File: src/rtl/player_bullet_collision.sv
// Player bullet stage: launches one bullet per fire press, steps it upward on a
// fixed tick, tests it against the enemy box every cycle and keeps the hit score.
module player_bullet_collision #(
   parameter int SCREEN_WIDTH = 640,
   parameter int ENEMY_WIDTH  = 40,
   parameter int ENEMY_HEIGHT = 40,
   parameter int PLAYER_W     = 40,
   parameter int PLAYER_Y     = 440,
   parameter int BULLET_W     = 2,
   parameter int BULLET_H     = 8,
   parameter int BULLET_STEP  = 4,
   parameter int MOVE_DELAY   = 250000
) (
   input  logic       clk,
   input  logic       rst,
   input  logic       fire,
   input  logic       respawn,
   input  logic [9:0] player_x,
   input  logic [9:0] enemy_x,
   input  logic [9:0] enemy_y,
   input  logic [9:0] xPixel,
   input  logic [9:0] yPixel,
   output logic [9:0] bullet_x,
   output logic [9:0] bullet_y,
   output logic       bullet_active,
   output logic       hit,
   output logic       enemy_alive,
   output logic [7:0] score,
   output logic       bullet_color
);

   localparam int CW = (MOVE_DELAY > 1) ? $clog2(MOVE_DELAY) : 1;
   localparam logic [CW-1:0] TICK_MAX   = CW'(MOVE_DELAY - 1);
   localparam logic [10:0]   CENTER_OFF = 11'(PLAYER_W / 2 - BULLET_W / 2);
   localparam logic [10:0]   X_MAX      = 11'(SCREEN_WIDTH - BULLET_W);
   localparam logic [10:0]   BW_M1      = 11'(BULLET_W - 1);
   localparam logic [10:0]   BH_M1      = 11'(BULLET_H - 1);
   localparam logic [10:0]   EW         = 11'(ENEMY_WIDTH);
   localparam logic [10:0]   EH         = 11'(ENEMY_HEIGHT);
   localparam logic [9:0]    LAUNCH_Y   = 10'(PLAYER_Y - BULLET_H);
   localparam logic [9:0]    STEP       = 10'(BULLET_STEP);

   typedef enum logic [1:0] {IDLE, FLIGHT, HIT} state_t;

   state_t         state, state_next;
   logic           fire_d;
   logic [CW-1:0]  tick_cnt;
   logic           fire_rise, tick, overlap;
   logic [10:0]    launch_x_raw;
   logic [9:0]     launch_x;
   logic [10:0]    bx, by, ex, ey, px, py;

   always_comb begin
      fire_rise    = fire & ~fire_d;
      tick         = (tick_cnt == TICK_MAX);
      bx           = {1'b0, bullet_x};
      by           = {1'b0, bullet_y};
      ex           = {1'b0, enemy_x};
      ey           = {1'b0, enemy_y};
      px           = {1'b0, xPixel};
      py           = {1'b0, yPixel};
      launch_x_raw = {1'b0, player_x} + CENTER_OFF;
      launch_x     = (launch_x_raw > X_MAX) ? X_MAX[9:0] : launch_x_raw[9:0];
      // 11-bit sums so the far edges of the boxes never wrap
      overlap      = enemy_alive && (bx + BW_M1 >= ex) && (bx <= ex + EW)
                                 && (by + BH_M1 >= ey) && (by <= ey + EH);
      bullet_color = bullet_active && (px >= bx) && (px <= bx + BW_M1)
                                   && (py >= by) && (py <= by + BH_M1);
   end

   always_ff @(posedge clk) begin
      if (rst) state <= IDLE;
      else     state <= state_next;
   end

   always_comb begin
      state_next = state;
      hit        = 1'b0;
      case (state)
         IDLE:    if (fire_rise) state_next = FLIGHT;
         FLIGHT: begin
            if (overlap)                          state_next = HIT;
            else if (tick && (bullet_y < STEP))   state_next = IDLE;
         end
         HIT: begin
            hit        = 1'b1;
            state_next = IDLE;
         end
         default: state_next = IDLE;
      endcase
   end

   always_ff @(posedge clk) begin
      if (rst) begin
         bullet_x      <= '0;
         bullet_y      <= '0;
         bullet_active <= 1'b0;
         enemy_alive   <= 1'b1;
         score         <= '0;
         tick_cnt      <= '0;
         fire_d        <= 1'b0;
      end else begin
         fire_d      <= fire;
         // respawn overrides the kill when both land in the same cycle
         enemy_alive <= respawn | (enemy_alive & (state != HIT));
         case (state)
            IDLE: begin
               if (fire_rise) begin
                  bullet_x      <= launch_x;
                  bullet_y      <= LAUNCH_Y;
                  tick_cnt      <= '0;
                  bullet_active <= 1'b1;
               end
            end
            FLIGHT: begin
               if (!overlap) begin
                  tick_cnt <= tick ? '0 : tick_cnt + 1'b1;
                  if (tick) begin
                     if (bullet_y < STEP) bullet_active <= 1'b0;
                     else                 bullet_y      <= bullet_y - STEP;
                  end
               end
            end
            HIT: begin
               bullet_active <= 1'b0;
               if (score != '1) score <= score + 1'b1;
            end
            default: ;
         endcase
      end
   end

endmodule

File: config.mk
export PLATFORM = sky130hd
export DESIGN_NAME = player_bullet_collision
export DESIGN_NICKNAME = d
export VERILOG_FILES = /design/src/rtl/player_bullet_collision.sv
export SDC_FILE = /design/constraint.sdc
export NUM_CORES = 1
export LEC_CHECK = 0
export ABC_AREA = 1
export ABC_CLOCK_PERIOD_IN_PS = 3820
export BUFFER_PORTS_ARGS = -buffer_cell sky130_fd_sc_hd__buf_4
export CAP_MARGIN = 20
export CELL_PAD_IN_SITES_DETAIL_PLACEMENT = 0
export CELL_PAD_IN_SITES_GLOBAL_PLACEMENT = 1
export CORE_ASPECT_RATIO = 1.1
export CORE_MARGIN = 2
export CORE_UTILIZATION = 41
export DETAILED_ROUTE_END_ITERATION = 12
export GPL_TIMING_DRIVEN = 0
export PLACE_DENSITY_LB_ADDON = 0.2
export SYNTH_ARGS = -nofsm -noshare
export SYNTH_HDL_FRONTEND = slang
export SYNTH_SLANG_ARGS = --single-unit
File: constraint.sdc
create_clock -name clk -period 3.82 [get_ports clk]
set_clock_uncertainty 0.2 [all_clocks]
set_input_delay 0.573 -clock clk [delete_from_list [all_inputs] [get_ports clk]]
set_output_delay 0.573 -clock clk [all_outputs]
set_load 0.02 [all_outputs]
### After elaboration in Yosys (flattened, before gate mapping)

Index checks and enable logic that the tools add are counted.

* add/subtract/negate cells: 8
* magnitude comparators: 10
* equality and inequality tests: 11
* muxes and demuxes: 20
* bitwise logic cells: 4
* reduce and logical (&&, ||, !) cells: 18

Operators with widths (count)
* $mux 18: 3
* $mux 10: 5
* $le 10x11->1: 4
* $pmux 18 s2: 1
* $add 10x6->11 const B: 2
* $ge 11x10->1: 2
* $ge 10x10->1: 2
* $pmux 10 s2: 1
* $add 18x1->18 const B: 1
* $eq 18x18->1 const B: 1
* $ne 2x2->1 const B: 6
* $add 10x1->11 const B: 1
* $add 10x3->11 const B: 1
* $add 10x5->11 const B: 1
* $gt 11x10->1 const B: 1
* $lt 10x3->1 const B: 1
* $reduce_and 5->1: 2
* $sub 10x3->10 const B: 1
* $logic_and 1x1->1: 9
* $add 8x1->8 const B: 1
* $ne 8x8->1 const B: 1
* $mux 2: 3
* $reduce_and 2->1: 3
* $mux 1: 5
* 12 further kinds: 13

* bits in registers: 51
* output and inout bits: 32
* logic and storage cells: 79

### Logic depth before layout (Yosys ltp)

Gate-level depths: netlist of the first run.

* depth after elaboration: 8
* depth in mapped cells: 24
* gate-level depth less buffers: 23

### Worst setup path before layout of the first run

No wires, ideal clock.

* path kind: reg-to-output
* from: register bullet_x[0]
* to: output port bullet_color
* arrival time: 2407 ps
* slack: 640 ps
* cell stages (with the launch flop): 17
* cells stage by stage: dfxtp_1 inv_1 nor3_1 inv_1 nor2_1 inv_1 nor2_1 nand4_1 xor2_1 ha_1 nand2_1 o21ai_0 nor2_1 o41ai_1 nand2_1 nand3b_1 nor2_1

* longest elaborated chain between the ends: 5

RTL lines
* start: declaration: RTL line 23 `output logic [9:0] bullet_x,`
* start signal: assignment: RTL line 109 `bullet_x <= launch_x;`
* $add 10x1->11 or $ge 10x10->1 (tied branches): RTL line 67 `bullet_color = bullet_active && (px >= bx) && (px <= bx + BW_M1)`
* $le 10x11->1 or $logic_and 1x1->1 (tied branches): RTL line 67
* $logic_and 1x1->1 (*): RTL line 67
* $logic_and 1x1->1 (*) (2 in series): RTL line 68 `&& (py >= by) && (py <= by + BH_M1);`
* end: declaration: RTL line 29 `output logic bullet_color`

Mark *: on every way between the ends. The rest lies on a longest branch, timed or not.

### Worst setup path in the final report of the first run

Same ends and word-level chain as after synthesis.

==> results of run 1 <==
[power breakdown]
part | total, mW | switching, mW | internal, mW
registers | 0.645 | 0.0858 | 0.560
clock network | 0.524 | 0.197 | 0.327
logic | 0.809 | 0.487 | 0.322
total | 1.98 | 0.769 | 1.21
[synth_stat cells, types with 3 or more instances]
cell        n  area, um^2
o21ai_1     7        35.0
xnor2_1     3        26.3
buf_4       3        22.5
nor2_2      5        31.3
inv_1     123         462
a21oi_1    56         280
nand3_2     3        30.0
dfxtp_1    49         981
o21a_1      5        37.5
clkbuf_1    7        26.3
xor2_1     27         236
a21o_1      5        37.5
nand4_1    36         225
o21ai_0    33         165
nor3_1     17        85.1
nor2_4      3        33.8
nand3_1    38         190
a31oi_1     5        31.3
ha_1       85        1060
nor4_1      5        31.3
nor2_1    102         383
nand2_1   157         589
nor3b_1     3        22.5
[cells in the final DEF (no fill, tap or decap), types with 31 or more instances in the layout]
| master | count |
|---|---|
| buf_4 | 85 |
| o21ai_0 | 31 |
| a21oi_1 | 56 |
| nand3_1 | 38 |
| dfxtp_1 | 46 |
| nand2_1 | 157 |
| ha_1 | 85 |
| nand4_1 | 36 |
| inv_1 | 123 |
| nor2_1 | 102 |
[sequential cells by signal, summed over array words and instances (netlist names)]
register       count
tick_cnt          18
bullet_x          10
bullet_y           8
score              8
state              2
bullet_active      1
enemy_alive        1
fire_d             1
[final cells by class]
cell class              instances  share of cell area [%]
clock inverters                 2                   0.600
flip-flops and latches         49                    15.8
plain buffers                  13                    1.12
repair buffers                 82                    9.84
multi-input cells             616                    59.6
inverters                     127                    7.66
well taps                     157                    3.14
clock buffers                   6                    2.22
[through the flow]
| stage | cells | worst slack [ps] | hold slack [ps] | power [mW] | utilization [%] |
|---|---|---|---|---|---|
| floorplan | 805 | 640 | 272 | 1.20 | - |
| global placement | 1044 | 374 | 268 | 1.44 | 48.3 |
| detailed placement | 1044 | 349 | 285 | 1.46 | 48.3 |
| CTS | 1052 | 44.1 | 257 | 2.00 | 49.7 |
| global route | 1052 | 4.38 | 283 | 2.15 | 49.9 |
| finish | 1052 | 321 | 260 | 1.98 | 49.9 |
[routing by layer]
layer  track usage [%]  vias up
met1              26.3     2413
li1                  -     2834
met4              5.79        0
met2              36.1      118
met5                 0        -
met3              2.47       16
[worst max-delay path, stage by stage (launching register included)]
cell and delay (ps):
dfxtp_4 400, inv_1 100, nor3_2 180, inv_1 70, nor2_1 80, inv_1 60
nor2_1 120, nand4_1 120, xor2_1 190, ha_1 300, nand2_1 120, o21ai_0 80
nor2_1 130, o41ai_2 80, nand2_1 70, nand3b_1 70, nor2_1 120, buf_4 150
[worst max path at each step]
stage / startpoint / depth (start not counted) / to / slack [ps]
after floorplan: bullet_x[0]$_SDFFE_PP0P_ / 16 / bullet_color / 640
after global placement: bullet_x[0]$_SDFFE_PP0P_ / 16 / bullet_color / 370
after detailed placement: enemy_y[3] / 18 / tick_cnt[17]$_SDFFE_PP0P_ / 350
after CTS: bullet_x[0]$_SDFFE_PP0P_ / 16 / bullet_color / 40
after global routing: bullet_x[0]$_SDFFE_PP0P_ / 18 / bullet_color / 4
final: bullet_x[0]$_SDFFE_PP0P_ / 17 / bullet_color / 320
[cells by family after synthesis]
logic type / synth area share [%]
compound gates: 12.8
xor+xnor: 5.02
fa+ha+maj: 20.3
buf+inv: 10.5
flops: 18.7
other cells: 0.0716
simple gates: 32.6
==> qor.csv, run 1 <==
stage,metric,value,unit
clock_network,buffer depth of the longest clock path,2,
setup_path,Critical Path End Type,output pin,
placement,I/O Buffers,82,
cells_and_area,ANT cells,0,
cells_and_area,Final Cell Area,0.00625,mm^2
timing,"Hold Vio Cnt, Final",0,
yosys,"flops & latches, synth",49,
clock_network,CTS Buf Count,5,
min_path,worst hold stages,3,
grt,initial antenna violation count,0,
yosys,synthesized instance count,804,
setup_path,WS Path Type,flop to output pin,
cells_and_area,multi-input logic area,0.00373,mm^2
routing,DRT antenna net count,0,
setup_path,Reg2Reg Capture Point,tick_cnt[2]$_SDFFE_PP0P_,
status,status,"finished, final reports clean",
timing,worst-margin pin slew,586,ps
routing,metal3 WL,534,um
grt,All-Layer GR Usage,20.4,%
timing,fin crit share,91.6,%
clock_network,Post-CTS Resized,0,
clock_network,# clock sinks,49,
run,max cap viols,0,
placement,global placement routability congestion,0.924,
cells_and_area,fin nets,1033,
clock_network,clk slew on worst S/H paths,70,ps
setup_path,Crit path required time,3050,ps
setup_path,R2R Path Start,bullet_y[2]$_SDFFE_PP0P_,
timing,Max Fclk,286,MHz
timing,Rel. slew slack,60.8,%
routing,routed wire length,13.9,mm
yosys,mapped cell area,0.00524,mm^2
yosys,"EDFF count, synth",0,
setup_path,crit path DAT,2730,ps
cells_and_area,FF+latch area,987,um^2
grt,Overflow after GRT,0,
placement,HPWL Detailed,11.5,mm
routing,Vias/cell,5.12,
routing,met1 wire length,6.47,mm
die,std cell rows,43,
clock_network,Post CTS Setup Buffer Count,0,
pwr,VDD IR max,218,uV
clock_network,H-Tree Depth,2,
die,Starting Density,41.8,%
die,Die Area,0.0137,mm^2
cells_and_area,Fill cells,1299,
routing,Routed met2 length,6.65,mm
grt,vias in the first global route,5073,
yosys,"Seq/Total Area, Yosys",18.7,%
min_path,Hold Path End,enemy_alive$_SDFF_PP1_,
routing,top sig layer,met4,
yosys,top_reg_cell synth,dfxtp_1,
pwr,PD cells,316,mW/mm^2
routing,drc violations,0,
routing,Avg WL per Cell,13.2,um
min_path,HP Class,primary input to flop,
routing,via count,5381,
die,io pins,86,
routing,Iter 0 DRT Violations,266,
clock_network,cts hold-fix bufs,0,
clock_network,clk root buf,clkbuf_16,
grt,largest net degree at the start of global routing,16,
yosys,ys async rst share,0,%
setup_path,Crit Path Max Fanout,6,
placement,post-placement cell area,0.00605,mm^2
timing,RSZ-0062 raised after global routing,false,
die,core area,0.0125,mm^2
die,die width,112,um
grt,first-pass GRT wire length,23.2,mm
routing,Pre-Repair DR Iteration Count,4,
setup_path,CP Launch Type,flop,
min_path,worst hold path startpoint,respawn,
pwr,Leak Pwr,3.17,nW
timing,Setup TNS Final,0,ps
yosys,Unique masters post-synth,44,
yosys,synth warn,0,
yosys,syn avg cell area,6.51,um^2
cells_and_area,"Area growth, synth to finish",19.4,%
timing,Final Max Tran Viols,0,
clock_network,CTS tree,built,
cells_and_area,layout cells sized above 1,14.0,%
setup_path,reg2reg setup slack,520,ps
setup_path,Worst R2R Path Depth,19,
timing,Finish-stage setup viols,0,
clock_network,clock latency on the worst-skew pair,290,ps
timing,Tmin final,3500,ps
die,Die Y,123,um
Note: power is estimated with default switching activity, not from simulation.
==> run 2, diff against run 1 <==
--- a/config.mk
+++ b/config.mk
@@ -13,7 +13,7 @@
 export CELL_PAD_IN_SITES_GLOBAL_PLACEMENT = 1
 export CORE_ASPECT_RATIO = 1.1
 export CORE_MARGIN = 2
-export CORE_UTILIZATION = 41
+export CORE_UTILIZATION = 35
 export DETAILED_ROUTE_END_ITERATION = 12
 export GPL_TIMING_DRIVEN = 0
 export PLACE_DENSITY_LB_ADDON = 0.2
==> qor.csv, run 2 (synthesis gave the netlist of run 1 again) <==
stage,metric,value,unit,change
clock_network,buffer depth of the longest clock path,2,,unchanged
timing,RSZ-0062 raised after global routing,false,,
routing,Avg WL per Cell,12.8,um,-3.0%
setup_path,crit path DAT,2810,ps,+80 ps
grt,All-Layer GR Usage,17.1,%,-3.3 points
routing,Routed met2 length,6.37,mm,-4.3%
cells_and_area,"commonest non-fill, non-tap cells in the layout","nand2_1, inv_1, nor2_1, buf_4, ha_1",,
pwr,VDD IR max,190,uV,-13%
min_path,HP Class,primary input to flop,,
placement,I/O Buffers,82,,unchanged
die,Die Y,132,um,+8.0%
setup_path,critical-path cell list,inv_1 -> nor3_1 -> inv_1 -> nor2_1 -> inv_1 -> nor2_1 -> inv_1 -> o21ai_0 -> o21ai_0 -> ha_1 -> nand2_1 -> o41ai_1 -> nand2_1 -> nand3b_1 -> nor2_1 -> buf_4,,
min_path,worst hold path startpoint,respawn,,
clock_network,CTS Buf Count,5,,unchanged
clock_network,Post CTS Setup Buffer Count,0,,unchanged
pwr,Leak Pwr,3.17,nW,about the same
clock_network,# clock sinks,49,,unchanged
grt,first-pass GRT wire length,22.6,mm,-2.8%
grt,vias in the first global route,4566,,-10%
timing,fin crit share,93.9,%,+2.3 points
cells_and_area,layout cells sized above 1,13.7,%,-0.22 points
die,core area,0.0145,mm^2,+16%
timing,Tmin final,3590,ps,+87.0 ps
pwr,Tot Pwr,1.98,mW,+0.12%
cells_and_area,"Most flops, register",tick_cnt,,
setup_path,critical path's slowest cell,dfxtp_4,,
timing,Final Max Tran Viols,0,,unchanged
die,Die Area,0.0160,mm^2,+17%
routing,metal3 WL,506,um,-5.2%
routing,Iter 0 DRT Violations,308,,+16%
grt,largest net degree at the start of global routing,16,,unchanged
grt,initial antenna violation count,0,,unchanged
pwr,PD cells,315,mW/mm^2,-0.38%
cells_and_area,max FFs per register,18,,unchanged
cells_and_area,ANT cells,0,,unchanged
die,Starting Density,36.1,%,-5.7 points
setup_path,Crit path required time,3050,ps,about the same
routing,met1 wire length,6.99,mm,+8.1%
clock_network,clk slew on worst S/H paths,70,ps,about the same
routing,routed wire length,13.9,mm,+0.26%
routing,Pre-Repair DR Iteration Count,4,,unchanged
placement,HPWL Detailed,11.4,mm,-1.3%
setup_path,WS Path Type,flop to output pin,,
cells_and_area,fin nets,1033,,unchanged
routing,top sig layer,met4,,
status,status,"finished, final reports clean",,
die,std cell rows,46,,+7.0%
cells_and_area,"most common cell after layout, fill and taps aside",nand2_1,,
setup_path,Critical Path End Type,output pin,,
timing,Finish-stage setup viols,0,,unchanged
cells_and_area,"Area growth, synth to finish",20.0,%,
timing,"Hold Vio Cnt, Final",0,,unchanged
timing,Setup TNS Final,0,ps,unchanged
timing,Max Fclk,279,MHz,-2.4%
min_path,worst hold stages,3,,unchanged
routing,Vias/cell,4.78,,-6.6%
timing,Rel. slew slack,57.3,%,-3.4 points
routing,DRT antenna net count,0,,unchanged
setup_path,Worst R2R Path Depth,19,,unchanged
timing,worst-margin pin slew,634,ps,+48.4 ps
setup_path,R2R Path Start,bullet_y[2]$_SDFFE_PP0P_,,
routing,via count,5194,,-3.5%
setup_path,Crit Path Max Fanout,6,,unchanged
clock_network,clock latency on the worst-skew pair,290,ps,about the same
die,io pins,86,,unchanged
cells_and_area,biggest regs,"tick_cnt (18), bullet_x (10)",,
run,max cap viols,0,,unchanged
routing,drc violations,0,,unchanged
setup_path,Reg2Reg Capture Point,tick_cnt[4]$_SDFFE_PP0P_,,
setup_path,CP Launch Type,flop,,
clock_network,clk root buf,clkbuf_16,,
placement,global placement routability congestion,0.834,,-9.8%
clock_network,H-Tree Depth,2,,unchanged
setup_path,reg2reg setup slack,450,ps,-70 ps
setup_path,max incr delay on CP,400,ps,about the same
clock_network,CTS tree,built,,
min_path,Hold Path End,enemy_alive$_SDFF_PP1_,,
die,die width,121,um,+7.9%
setup_path,Crit path top cell by count,inv_1,,
grt,Overflow after GRT,0,,unchanged
run 2: cell count changes in the layout (fill, tap and decap cells not counted):
cell,change
o41ai_2,-1
o21ai_1,-2
o21ai_0,+2
o41ai_1,+1
nor3_1,+1
nor3_2,-1
run 2: how the worst max path moves through the flow:
stage	startpoint	endpoint	slack, ps	cells past startpoint
4_1_cts	bullet_x[0]$_SDFFE_PP0P_	bullet_color	20	16
6_report	bullet_x[0]$_SDFFE_PP0P_	bullet_color	230	16
3_5_place_dp	enemy_y[3]	tick_cnt[10]$_SDFFE_PP0P_	280	17
5_1_grt	bullet_x[0]$_SDFFE_PP0P_	bullet_color	5	16
2_1_floorplan	bullet_x[0]$_SDFFE_PP0P_	bullet_color	640	16
3_3_place_gp	enemy_y[3]	tick_cnt[1]$_SDFFE_PP0P_	270	17
run 2: worst max-delay path: cells and delay by family, from the launching register on:
family / cells / cell delay, ps
fa+ha+maj: 1 / 330
buf+inv: 5 / 470
compound gates: 3 / 650
flops: 1 / 400
simple gates: 7 / 680
run 2: cell type report:
type                       count  area (um^2)
tap                          192          240
sequential                    49          987
timing repair buffer          82          616
fill                        1583         8220
buffer                        13         70.1
multi-input combinational    616         3720
clock buffer                   6          139
inverter                     127          479
clock inverter                 2         37.5
run 2: routing by layer:
metal,GRT usage (%),up-vias
li1,-,2829
met1,24.2,2280
met2,28.2,78
met3,2.51,7
met4,2.13,0
met5,0,-
run 2: per-stage QoR:
step | setup slack (ps) | hold WS, ps | utilization [%] | instance area [um^2] | std cells
final | 234 | 265 | 43.3 | 6280 | 1087
after global routing | 4.77 | 278 | 43.3 | 6280 | 1087
after CTS | 16.1 | 265 | 43.3 | 6270 | 1087
after detailed placement | 282 | 288 | 42.0 | 6100 | 1079
after global placement | 265 | 277 | 42.0 | 6100 | 1079
after floorplan | 640 | 272 | - | 5240 | 805
run 2: where the power goes:
group          internal, mW  switching (mW)
combinational         0.320           0.483
sequential            0.559          0.0824
clock                 0.327           0.209
total                  1.21           0.774
run 2: repair_timing:
action | 4_1_cts | 5_1_grt
hold buffers | 0 | 0
resized for setup | 0 | 5
setup endpoints to repair | 0 | 5
